===== src/rtl/uart_pkg.sv =====
// uart_pkg: shared definitions for the UART receive framing path.
//   state_t           - receive FSM states (PARITY exists only in parity builds' flow)
//   BIT_PERIOD        - sysclk cycles per bit at 9600 baud from 50 MHz
//   HALF_PERIOD       - cycles from start edge to first mid-bit sample
//   DEFAULT_DATA_BITS - default frame payload width
package uart_pkg;

  typedef enum logic [2:0] {
    ST_IDLE,
    ST_START,
    ST_DATA,
    ST_PARITY,
    ST_STOP,
    ST_BREAK
  } state_t;

  localparam int BIT_PERIOD        = 5208;
  localparam int HALF_PERIOD       = 2604;
  localparam int DEFAULT_DATA_BITS = 8;

endpackage


===== src/rtl/sync_ff.sv =====
// sync_ff: multi-flop synchroniser for an asynchronous single-bit input.
//   clk - sampling clock
//   rst - asynchronous active-high reset; every stage resets to 1 (idle line)
//   d   - asynchronous input
//   q   - synchronised output, DEPTH cycles behind d
module sync_ff #(
  parameter int DEPTH = 2
) (
  input  logic clk,
  input  logic rst,
  input  logic d,
  output logic q
);

  logic [DEPTH-1:0] ff;

  always_ff @(posedge clk or posedge rst) begin
    if (rst) ff <= '1;
    else     ff <= {ff[DEPTH-2:0], d};
  end

  assign q = ff[DEPTH-1];

endmodule


===== src/rtl/uart_rx_frame.sv =====
// uart_rx_frame: receive-side UART framing controller.
//   sysclk       - clock, rising edge
//   reset        - asynchronous active-high reset
//   rxd          - raw serial input, idle high
//   sample_pulse - mid-bit strobe from the timing block
//   sample_en    - keeps the timing block running (low clears its counter)
//   data         - last good byte, held until the next good frame
//   data_valid   - one-cycle strobe, data updated
//   frame_err    - one-cycle strobe, stop bit sampled low
//   parity_err   - one-cycle strobe, parity mismatch (0 without parity)
// Build option: define UART_RX_PARITY_EN to add a parity bit between the
// data bits and the stop bit; PARITY_ODD selects odd (1) or even (0) sense.
module uart_rx_frame
  import uart_pkg::*;
#(
  parameter int DATA_BITS   = DEFAULT_DATA_BITS,
  parameter int SYNC_STAGES = 2,
  parameter int PARITY_ODD  = 0
) (
  input  logic                 sysclk,
  input  logic                 reset,
  input  logic                 rxd,
  input  logic                 sample_pulse,
  output logic                 sample_en,
  output logic [DATA_BITS-1:0] data,
  output logic                 data_valid,
  output logic                 frame_err,
  output logic                 parity_err
);

  localparam int CW = (DATA_BITS > 1) ? $clog2(DATA_BITS) : 1;

  state_t               state, state_nx;
  logic                 rxs, rxs_prev;
  logic [DATA_BITS-1:0] shreg;
  logic [CW-1:0]        cnt;
  logic                 perr;
  logic                 start_ok, shift_en, stop_hit;

  sync_ff #(.DEPTH(SYNC_STAGES)) u_sync (
    .clk (sysclk),
    .rst (reset),
    .d   (rxd),
    .q   (rxs)
  );

  assign start_ok = (state == ST_START) && sample_pulse && !rxs;
  assign shift_en = (state == ST_DATA)  && sample_pulse;
  assign stop_hit = (state == ST_STOP)  && sample_pulse;

  always_ff @(posedge sysclk or posedge reset) begin
    if (reset) state <= ST_IDLE;
    else       state <= state_nx;
  end

  always_comb begin
    state_nx = state;
    case (state)
      ST_IDLE:   if (rxs_prev && !rxs) state_nx = ST_START;
      // A high start-bit sample is a glitch: drop back silently.
      ST_START:  if (sample_pulse) state_nx = rxs ? ST_IDLE : ST_DATA;
      ST_DATA:
        if (sample_pulse && cnt == CW'(DATA_BITS - 1)) begin
`ifdef UART_RX_PARITY_EN
          state_nx = ST_PARITY;
`else
          state_nx = ST_STOP;
`endif
        end
      ST_PARITY: if (sample_pulse) state_nx = ST_STOP;
      // Leaving STOP mid-bit lets a start edge right after the stop bit be seen.
      ST_STOP:   if (sample_pulse) state_nx = rxs ? ST_IDLE : ST_BREAK;
      ST_BREAK:  if (rxs) state_nx = ST_IDLE;
      default:   state_nx = ST_IDLE;
    endcase
  end

  always_ff @(posedge sysclk or posedge reset) begin
    if (reset) begin
      rxs_prev   <= 1'b1;
      sample_en  <= 1'b0;
      shreg      <= '0;
      cnt        <= '0;
      data       <= '0;
      data_valid <= 1'b0;
      frame_err  <= 1'b0;
    end else begin
      rxs_prev   <= rxs;
      // Registered from next state so it rises with START and falls with IDLE/BREAK.
      sample_en  <= (state_nx == ST_START) || (state_nx == ST_DATA) ||
                    (state_nx == ST_PARITY) || (state_nx == ST_STOP);
      data_valid <= stop_hit && rxs && !perr;
      frame_err  <= stop_hit && !rxs;
      if (stop_hit && rxs && !perr) data <= shreg;
      if (start_ok)      cnt <= '0;
      else if (shift_en) cnt <= cnt + 1'b1;
      if (shift_en) shreg <= {rxs, shreg[DATA_BITS-1:1]};
    end
  end

`ifdef UART_RX_PARITY_EN
  always_ff @(posedge sysclk or posedge reset) begin
    if (reset) begin
      perr       <= 1'b0;
      parity_err <= 1'b0;
    end else begin
      parity_err <= stop_hit && rxs && perr;
      if (start_ok) perr <= 1'b0;
      else if (state == ST_PARITY && sample_pulse)
        perr <= (rxs != ((^shreg) ^ (PARITY_ODD != 0)));
    end
  end
`else
  assign perr       = 1'b0;
  assign parity_err = 1'b0;
`endif

endmodule


===== config.mk =====
export PLATFORM = sky130hd
export DESIGN_NAME = uart_rx_frame
export DESIGN_NICKNAME = d
export VERILOG_FILES = /design/src/rtl/uart_pkg.sv /design/src/rtl/sync_ff.sv /design/src/rtl/uart_rx_frame.sv
export SDC_FILE = /design/constraint.sdc
export NUM_CORES = 1
export LEC_CHECK = 0
export BUFFER_PORTS_ARGS = -buffer_cell sky130_fd_sc_hd__buf_4
export CORE_ASPECT_RATIO = 1.4
export CORE_UTILIZATION = 45
export DETAILED_ROUTE_END_ITERATION = 8
export MAX_ROUTING_LAYER = met4
export PLACE_DENSITY = 0.75
export SLEW_MARGIN = 5
export SYNTH_ARGS = -nofsm -noshare
export SYNTH_HDL_FRONTEND = slang
export SYNTH_HIERARCHICAL = 1
export SYNTH_SLANG_ARGS = --single-unit

===== constraint.sdc =====
create_clock -name sysclk -period 1.78 [get_ports sysclk]
set_input_delay 0.534 -clock sysclk [delete_from_list [all_inputs] [get_ports sysclk]]
set_output_delay 0.534 -clock sysclk [all_outputs]
set_load 0.005 [all_outputs]

Word level (Yosys, flattened, before mapping) --
Cells that the tools add are included.
Operators by class: add/subtract/negate cells 1, eq/ne operators 10, mux-type cells 11, reductions and logical operators 14
Operators with widths (number):
- $mux W3 | 9
- $pmux W3 S6 | 1
- $eq A3 B2 Y1 const B | 4
- $eq A3 B3 Y1 const B | 4
- $logic_and A1 B1 Y1 | 8
- $eq A3 B1 Y1 const B | 2
- $add A3 B1 Y3 const B | 1
- $logic_not A3 Y1 | 1
- $logic_or A1 B1 Y1 | 3
- $mux W2 | 1
- $reduce_bool A2 Y1 | 1
- $logic_not A1 Y1 | 1
Storage, ports and cells: register bits 28

Logic depth before layout (Yosys ltp) --
Gate-level depths: netlist of run 1.
depth after elaboration 8, mapped depth 5

Modules after synthesis --
Netlist of run 1, hierarchy kept.
Modules (own cells, without submodules):
- uart_rx_frame | times used 1, cells an instance 80, area each 1133.6 µm², sequential area each 651.9 µm²
- sync_ff | times used 1, cells an instance 3, area each 56.3 µm², sequential area each 52.6 µm²

Least setup slack after synthesis of run 1 --
OpenSTA, ideal clock, no wires.
path type input-to-reg, start input port sample_pulse, end register shreg[0], library setup time 0.125 ns, data arrival time 1.330 ns, data required time 1.655 ns, slack 0.325 ns, stages 4, buffers on the path 2, path through buf_6 and4bb_1 buf_6 mux2_2
On the way: word-level cells in the longest chain between the ends 1
RTL lines:
- start, declared | line uart_rx_frame.sv:23 | input logic sample_pulse,
- $logic_and A1 B1 Y1 | line uart_rx_frame.sv:48 | assign shift_en = (state == ST_DATA) && sample_pulse;
- end signal, assigned | line uart_rx_frame.sv:97 | if (shift_en) shreg <= {rxs, shreg[DATA_BITS-1:1]};
- end, declared | line uart_rx_frame.sv:35 | logic [DATA_BITS-1:0] shreg;
Every way passes these cells. A chain may end at the register's enable or synchronous reset.

Final worst setup path of run 1 --
start register state[0], end register shreg[5]
On the way: word-level cells in the longest chain between the ends 2
RTL lines:
- start, declared | line uart_rx_frame.sv:33 | state_t state, state_nx;
- start signal, assigned | line uart_rx_frame.sv:53 | else state <= state_nx;
- $eq A3 B2 Y1 | line uart_rx_frame.sv:48
- $logic_and A1 B1 Y1 | line uart_rx_frame.sv:48
Every way passes these cells.

==> results of run 1 <==
## stage by stage
stage | instance area, sq um | hold slack [ps] | setup WS, ps | total power (W) | util, %
after CTS | 1340 | 212 | 290 | 0.00173 | 54.8
after detailed placement | 1300 | 347 | 235 | 0.00144 | 53.4
after global routing | 1340 | 230 | 113 | 0.00184 | 54.8
after global placement | 1300 | 348 | 269 | 0.00140 | 53.4
final | 1340 | 216 | 284 | 0.00171 | 54.8
after floorplan | 1190 | 345 | 325 | 0.00131 | -
## sequential cells by signal (all words and copies together) (netlist names)
register / count
frame_err: 1
rxs_prev: 1
data: 8
data_valid: 1
u_sync/ff: 2
sample_en: 1
state: 3
cnt: 3
shreg: 8
## cell families after synthesis
| logic type | count (synthesis) |
|---|---|
| flip-flops | 28 |
| multiplexers | 18 |
| AND/OR/NAND/NOR | 16 |
| AO/OA/AOI/OAI | 9 |
| buffers and inverters | 8 |
| adder cells (fa/ha/maj) | 2 |
| other | 1 |
| XOR/XNOR | 1 |
## worst max-delay path, stage by stage, from the launching register on
cell and delay [ps]:
dfrtp_1 530, and4bb_1 320, buf_4 200, mux2_2 350
## layout make-up
class | instances | area share, %
tap | 34 | 3.17
multi-input combinational | 47 | 31.7
inverter | 3 | 0.840
sequential | 28 | 52.6
clock buffer | 4 | 2.71
timing repair buffer | 16 | 8.96
## worst max-delay path by stage
stage / from / to / slack (ps) / depth (start not counted)
floorplan: sample_pulse / shreg[0]$_DFFE_PP0P_ / 320 / 4
global route: state[2]$_DFF_PP0_ / cnt[0]$_DFFE_PP0P_ / 110 / 3
detailed placement: sample_pulse / data[6]$_DFFE_PP0P_ / 230 / 4
global placement: sample_pulse / shreg[0]$_DFFE_PP0P_ / 270 / 4
finish: state[0]$_DFF_PP0_ / shreg[5]$_DFFE_PP0P_ / 280 / 3
CTS: state[0]$_DFF_PP0_ / shreg[4]$_DFFE_PP0P_ / 290 / 3
## power groups by stage
| stage | combinational (W) | sequential (W) | clock, W |
|---|---|---|---|
| detailed placement | 0.000444 | 0.000992 | 0 |
| global placement | 0.000424 | 0.000979 | 0 |
| finish | 0.000436 | 0.000977 | 0.000300 |
| floorplan | 0.000392 | 0.000922 | 0 |
| global route | 0.000493 | 0.00101 | 0.000335 |
| CTS | 0.000444 | 0.000978 | 0.000310 |
## metal layers
layer	track usage, %	wire length (um)	share of wire (%)
met5	-	0	0
met4	11.4	59	3.6
met3	1.73	37	2.2
met2	22.1	807	49
met1	18.4	749	45
## cell usage in the layout (no fill, tap or decap), drive strengths merged, types with 2 or more instances in the layout
| cell type | instances |
|---|---|
| nor3b | 2 |
| o21ai | 3 |
| dfrtp | 25 |
| mux2i | 2 |
| o21a | 2 |
| ha | 2 |
| mux2 | 16 |
| nor2 | 5 |
| inv | 3 |
| dfstp | 3 |
| nand2b | 2 |
| buf | 16 |
| clkbuf | 4 |
==> flow_metrics.py, run 1 <==
metrics = {
    "power": {
        "cellInternalPower_w": 0.00121,
        "seqPwrFrac_pct": 57.0,
        "swShare_pct": 29.6,
        "pwr-share-comb_pct": 25.5,
        "power_density_nw_per_um2": 1280,
        "power.leakage_nw": 0.664,
        "p_switching_w": 0.000507,
        "ir_drop_uv": 629,
        "clock_power_share_pct": 17.5,
    },
    "sta": {
        "rsz0062_at_grt": "no",
        "finalClockSkew_ps": 5.07,
        "final-max-slew-violation-count": 0,
        "fin_crit_sh_pct": 84.1,
        "setup_viol": 0,
        "min_period_ps": 1500,
        "hold_viol": 0,
        "fin_tns_setup_ps": 0,
        "fmax_mhz": 668,
    },
    "setup_path": {
        "end_kind": "register",
        "crit_type": "reg2reg",
        "start_kind": "register",
        "reg2reg_slack_ps": 280,
        "r2r-end": "shreg[5]$_DFFE_PP0P_",
        "reg2reg_from": "state[0]$_DFF_PP0_",
        "cp.arrival_ps": 1720,
        "critPathRequiredTime_ps": 2010,
        "reg2reg_depth": 3,
        "path_max_fanout": 11,
    },
    "synthesis": {
        "synth_top_area_cell": "dfrtp_1",
        "syn_inst": 83,
        "synth_top_area_share_pct": 52.6,
        "synth-main-ff-cell": "dfrtp_1",
        "ys.warnings.count": 6,
        "yosys.area_share.simple_pct": 10.4,
        "async_flop_share_pct": 100,
        "yosysMostFrequentCell": "dfrtp_1",
        "syn_avg_cell_area_sq_um": 14.3,
        "synth_edf_count": 0,
        "synth.distinct_cells": 28,
        "synthTopCellsByCount": "dfrtp_1 (25), mux2_2 (15), nor2_1 (5)",
        "synth_nets": 89,
        "synth_top_family_by_area": "multiplexers",
        "synth_xor_area_share_pct": 0.736,
        "synth_compound_area_share_pct": 5.36,
        "muxShareOfSynthArea_pct": 16.8,
        "ys_seq_elements": 28,
        "synth-adder-area-share_pct": 2.10,
        "synth.area.top_cells": "dfrtp_1 (53%), mux2_2 (14%), dfstp_2 (6.6%)",
        "syn_area_sq_um": 1190,
        "synth-seq-area-share_pct": 59.2,
    },
    "global_route": {
        "grt_start_max_net_pins": 27,
        "grt_overflow": 0,
        "antenna_found_initial": 0,
        "grt_pass1_vias": 701,
        "grt.total_usage_pct": 15.1,
        "grt_pass1_wl_mm": 3.00,
    },
    "clock_tree": {
        "cts_setup_buffers": 0,
        "path_clk_slew_ps": 140,
        "cts_max_level": 1,
        "cts_buffers": 3,
        "clockBufferDepth": 2,
        "cts_tree": "built",
        "clock-sinks": 28,
        "ctsHoldBuffers": 0,
        "ctsResizeCount": 0,
        "root_buffer": "clkbuf_4",
        "clk_latency_ps": 320,
    },
    "detailed_routing": {
        "wl_per_cell_um": 12.5,
        "ant_nets": 0,
        "wl_mm": 1.65,
        "drc_errors": 0,
        "dr.first_iter.drc_count": 13,
        "via_per_inst": 4.98,
        "firstDrtPassIters": 2,
        "vias": 657,
    },
    "placed_design": {
        "routabilityCongestion": 0.673,
        "post-dp-hpwl_mm": 1.17,
        "numPortBuffers": 14,
        "dp.cells": 128,
    },
    "floorplan": {
        "dieHeight_um": 62.8,
        "ios": 16,
        "dieArea_sq_um": 2860,
        "start_util_pct": 48.7,
        "core-area_sq_um": 2440,
        "dieWidth_um": 45.5,
        "num_rows": 21,
    },
    "outcome": {
        "outcome": "completed",
    },
    "run": {
        "maxCapViolCount": 0,
    },
    "cells_and_area": {
        "final_cells": 132,
        "fin_nets": 105,
        "multi_input_area_sq_um": 425,
        "layout-drive-gt1-share_pct": 41.8,
        "regArea_sq_um": 704,
        "area_delta_synth_final_pct": 12.6,
        "nFillCells": 218,
        "num_antenna_cells": 0,
    },
    "hold_path": {
        "min_path_type": "in2async",
    },
}
(Power assumes the default switching activity.)
==> run 2: changes to the inputs <==
PLACE_DENSITY = 0.77   (was 0.75)
clock period = 1.2 ns   (was 1.78 ns; I/O delays follow)
==> run 2 against run 1 <==
  * The flow now finishes with violations (setup timing)
  * Total power up 92%
  * Maximum frequency up 9.4%
  * Die area is the same
  * First-iteration DRC count fell by 54%
  * Sequential power grew 46%
  * Global-route usage grew 2.1 points
  * Clock power increased by 110%
==> flow_metrics.py, run 2 (synthesized netlist as in run 1, its figures left out) <==
metrics = {
    "outcome": {
        "outcome": "finished with violations",
        "violations": "setup timing",
    },
    "detailed_routing": {
        "firstDrtPassIters": 2,
        "via_per_inst": 5.07,
        "wl_per_cell_um": 14.7,
        "vias": 746,
        "dr.first_iter.drc_count": 6,
        "wl_mm": 2.17,
        "drc_errors": 0,
        "ant_nets": 0,
    },
    "clock_tree": {
        "cts_max_level": 1,
        "cts_tree": "built",
        "path_clk_slew_ps": 150,
        "clockBufferDepth": 2,
        "cts_buffers": 3,
        "clk_latency_ps": 330,
        "root_buffer": "clkbuf_4",
        "clock-sinks": 28,
    },
    "global_route": {
        "grt_pass1_wl_mm": 3.48,
        "grt_start_max_net_pins": 17,
        "antenna_found_initial": 0,
        "grt.total_usage_pct": 17.2,
        "grt_overflow": 0,
        "grt_pass1_vias": 784,
    },
    "placed_design": {
        "dp_worst_setup_slack_ps": -170,
        "post-dp-hpwl_mm": 1.49,
        "numPortBuffers": 14,
        "dp.cells": 140,
        "routabilityCongestion": 0.783,
    },
    "sta": {
        "fin_crit_sh_pct": 114,
        "hold_viol": 0,
        "fin_ws_ps": -168,
        "finalClockSkew_ps": 2.17,
        "rsz0062_at_grt": "yes",
        "fmax_mhz": 731,
        "min_period_ps": 1370,
        "final-max-slew-violation-count": 0,
        "setup_viol": 31,
    },
    "cells_and_area": {
        "fin_nets": 120,
        "final_cells": 147,
        "area_delta_synth_final_pct": 35.5,
        "final_common_cell": "dfrtp_1",
        "num_antenna_cells": 0,
        "layout_common_cells": "dfrtp_1 (24), buf_6 (16), buf_4 (14)",
        "layout-drive-gt1-share_pct": 57.5,
        "reg_top3": "data (8), shreg (8)",
        "nFillCells": 187,
    },
    "setup_path": {
        "end_kind": "register",
        "reg2reg_from": "state[0]$_DFF_PP0_",
        "max_stage_delay_ps": 440,
        "start_kind": "register",
        "r2r-end": "shreg[4]$_DFFE_PP0P_",
        "crit_family": "flip-flops",
        "crit_type": "reg2reg",
        "cp.depth": 3,
        "slowest_stage": "dfrtp_1",
        "reg2reg_depth": 3,
        "cp_cell_sequence": "and4bb_2 -> buf_6 -> mux2_4",
        "cp.arrival_ps": 1610,
        "path_buf_inv": 1,
        "critPathRequiredTime_ps": 1440,
        "path_max_fanout": 6,
        "reg2reg_slack_ps": -170,
        "crit_start": "state[0]$_DFF_PP0_",
        "crit_end": "shreg[4]$_DFFE_PP0P_",
    },
    "hold_path": {
        "min_path_type": "in2reg",
        "hold_depth": 1,
    },
    "floorplan": {
        "start_util_pct": 48.7,
        "ios": 16,
        "dieHeight_um": 62.8,
        "dieArea_sq_um": 2860,
        "num_rows": 21,
        "core-area_sq_um": 2440,
        "dieWidth_um": 45.5,
    },
    "run": {
        "maxCapViolCount": 0,
    },
    "power": {
        "power.leakage_nw": 0.776,
        "ir_drop_uv": 1690,
        "power_density_nw_per_um2": 2040,
    },
}
[run 2: cell type report]
class,instances,area (sq um),share of cell area (%)
sequential,28,706,43.8
clock buffer,3,22.5,1.40
multi-input combinational,47,505,31.3
timing repair buffer,31,295,18.3
tap,34,42.5,2.64
inverter,3,11.3,0.698
clock inverter,1,30.0,1.86
[run 2: what timing repair did]
action / 4_1_cts / 5_1_grt
hold buffers: 1 / 0
resized for setup: 21 / 10
setup endpoints to repair: 34 / 33
setup buffers: 0 / 2
hold endpoints to repair: 3 / 0
pin swaps: 1 / 6
[run 2: through the flow]
step	TNS, ps	instance area [sq um]	power (W)	util, %	hold slack, ps
floorplan	-1880	1220	0.00204	-	272
global route	-4340	1610	0.00346	66.0	99.0
global placement	-2420	1420	0.00235	58.1	267
finish	-3030	1610	0.00329	66.0	111
CTS	-3290	1560	0.00319	63.7	96.1
detailed placement	-3030	1420	0.00242	58.1	276
[run 2: power by group]
group	internal [W]	leakage, nW	switching, W
combinational	0.000783	0.384	0.000460
sequential	0.00121	0.364	0.000216
clock	0.000338	0.0279	0.000283
total	0.00233	0.776	0.000959
[run 2: layer usage]
| layer | wire length, um | share of wire (%) | global-route usage [%] |
|---|---|---|---|
| met1 | 887 | 41 | 19.8 |
| met5 | 0 | 0 | - |
| met3 | 30 | 1.4 | 1.73 |
| met4 | 40 | 1.8 | 8.71 |
| met2 | 1210 | 56 | 28.4 |
[run 2: worst min-delay path by stage]
stage / startpoint / end / slack [ps]
floorplan: reset / u_sync/ff[0]$_DFF_PP1_ / 270
global placement: reset / cnt[2]$_DFFE_PP0P_ / 270
detailed placement: reset / cnt[0]$_DFFE_PP0P_ / 280
CTS: rxd / u_sync/ff[0]$_DFF_PP1_ / 100
global route: rxd / u_sync/ff[0]$_DFF_PP1_ / 100
finish: rxd / u_sync/ff[0]$_DFF_PP1_ / 110
[run 2: worst reg2reg max path, stage by stage (launching register included)]
cell and delay [ps]:
dfrtp_1 440, and4bb_2 370, buf_6 160, mux2_4 300
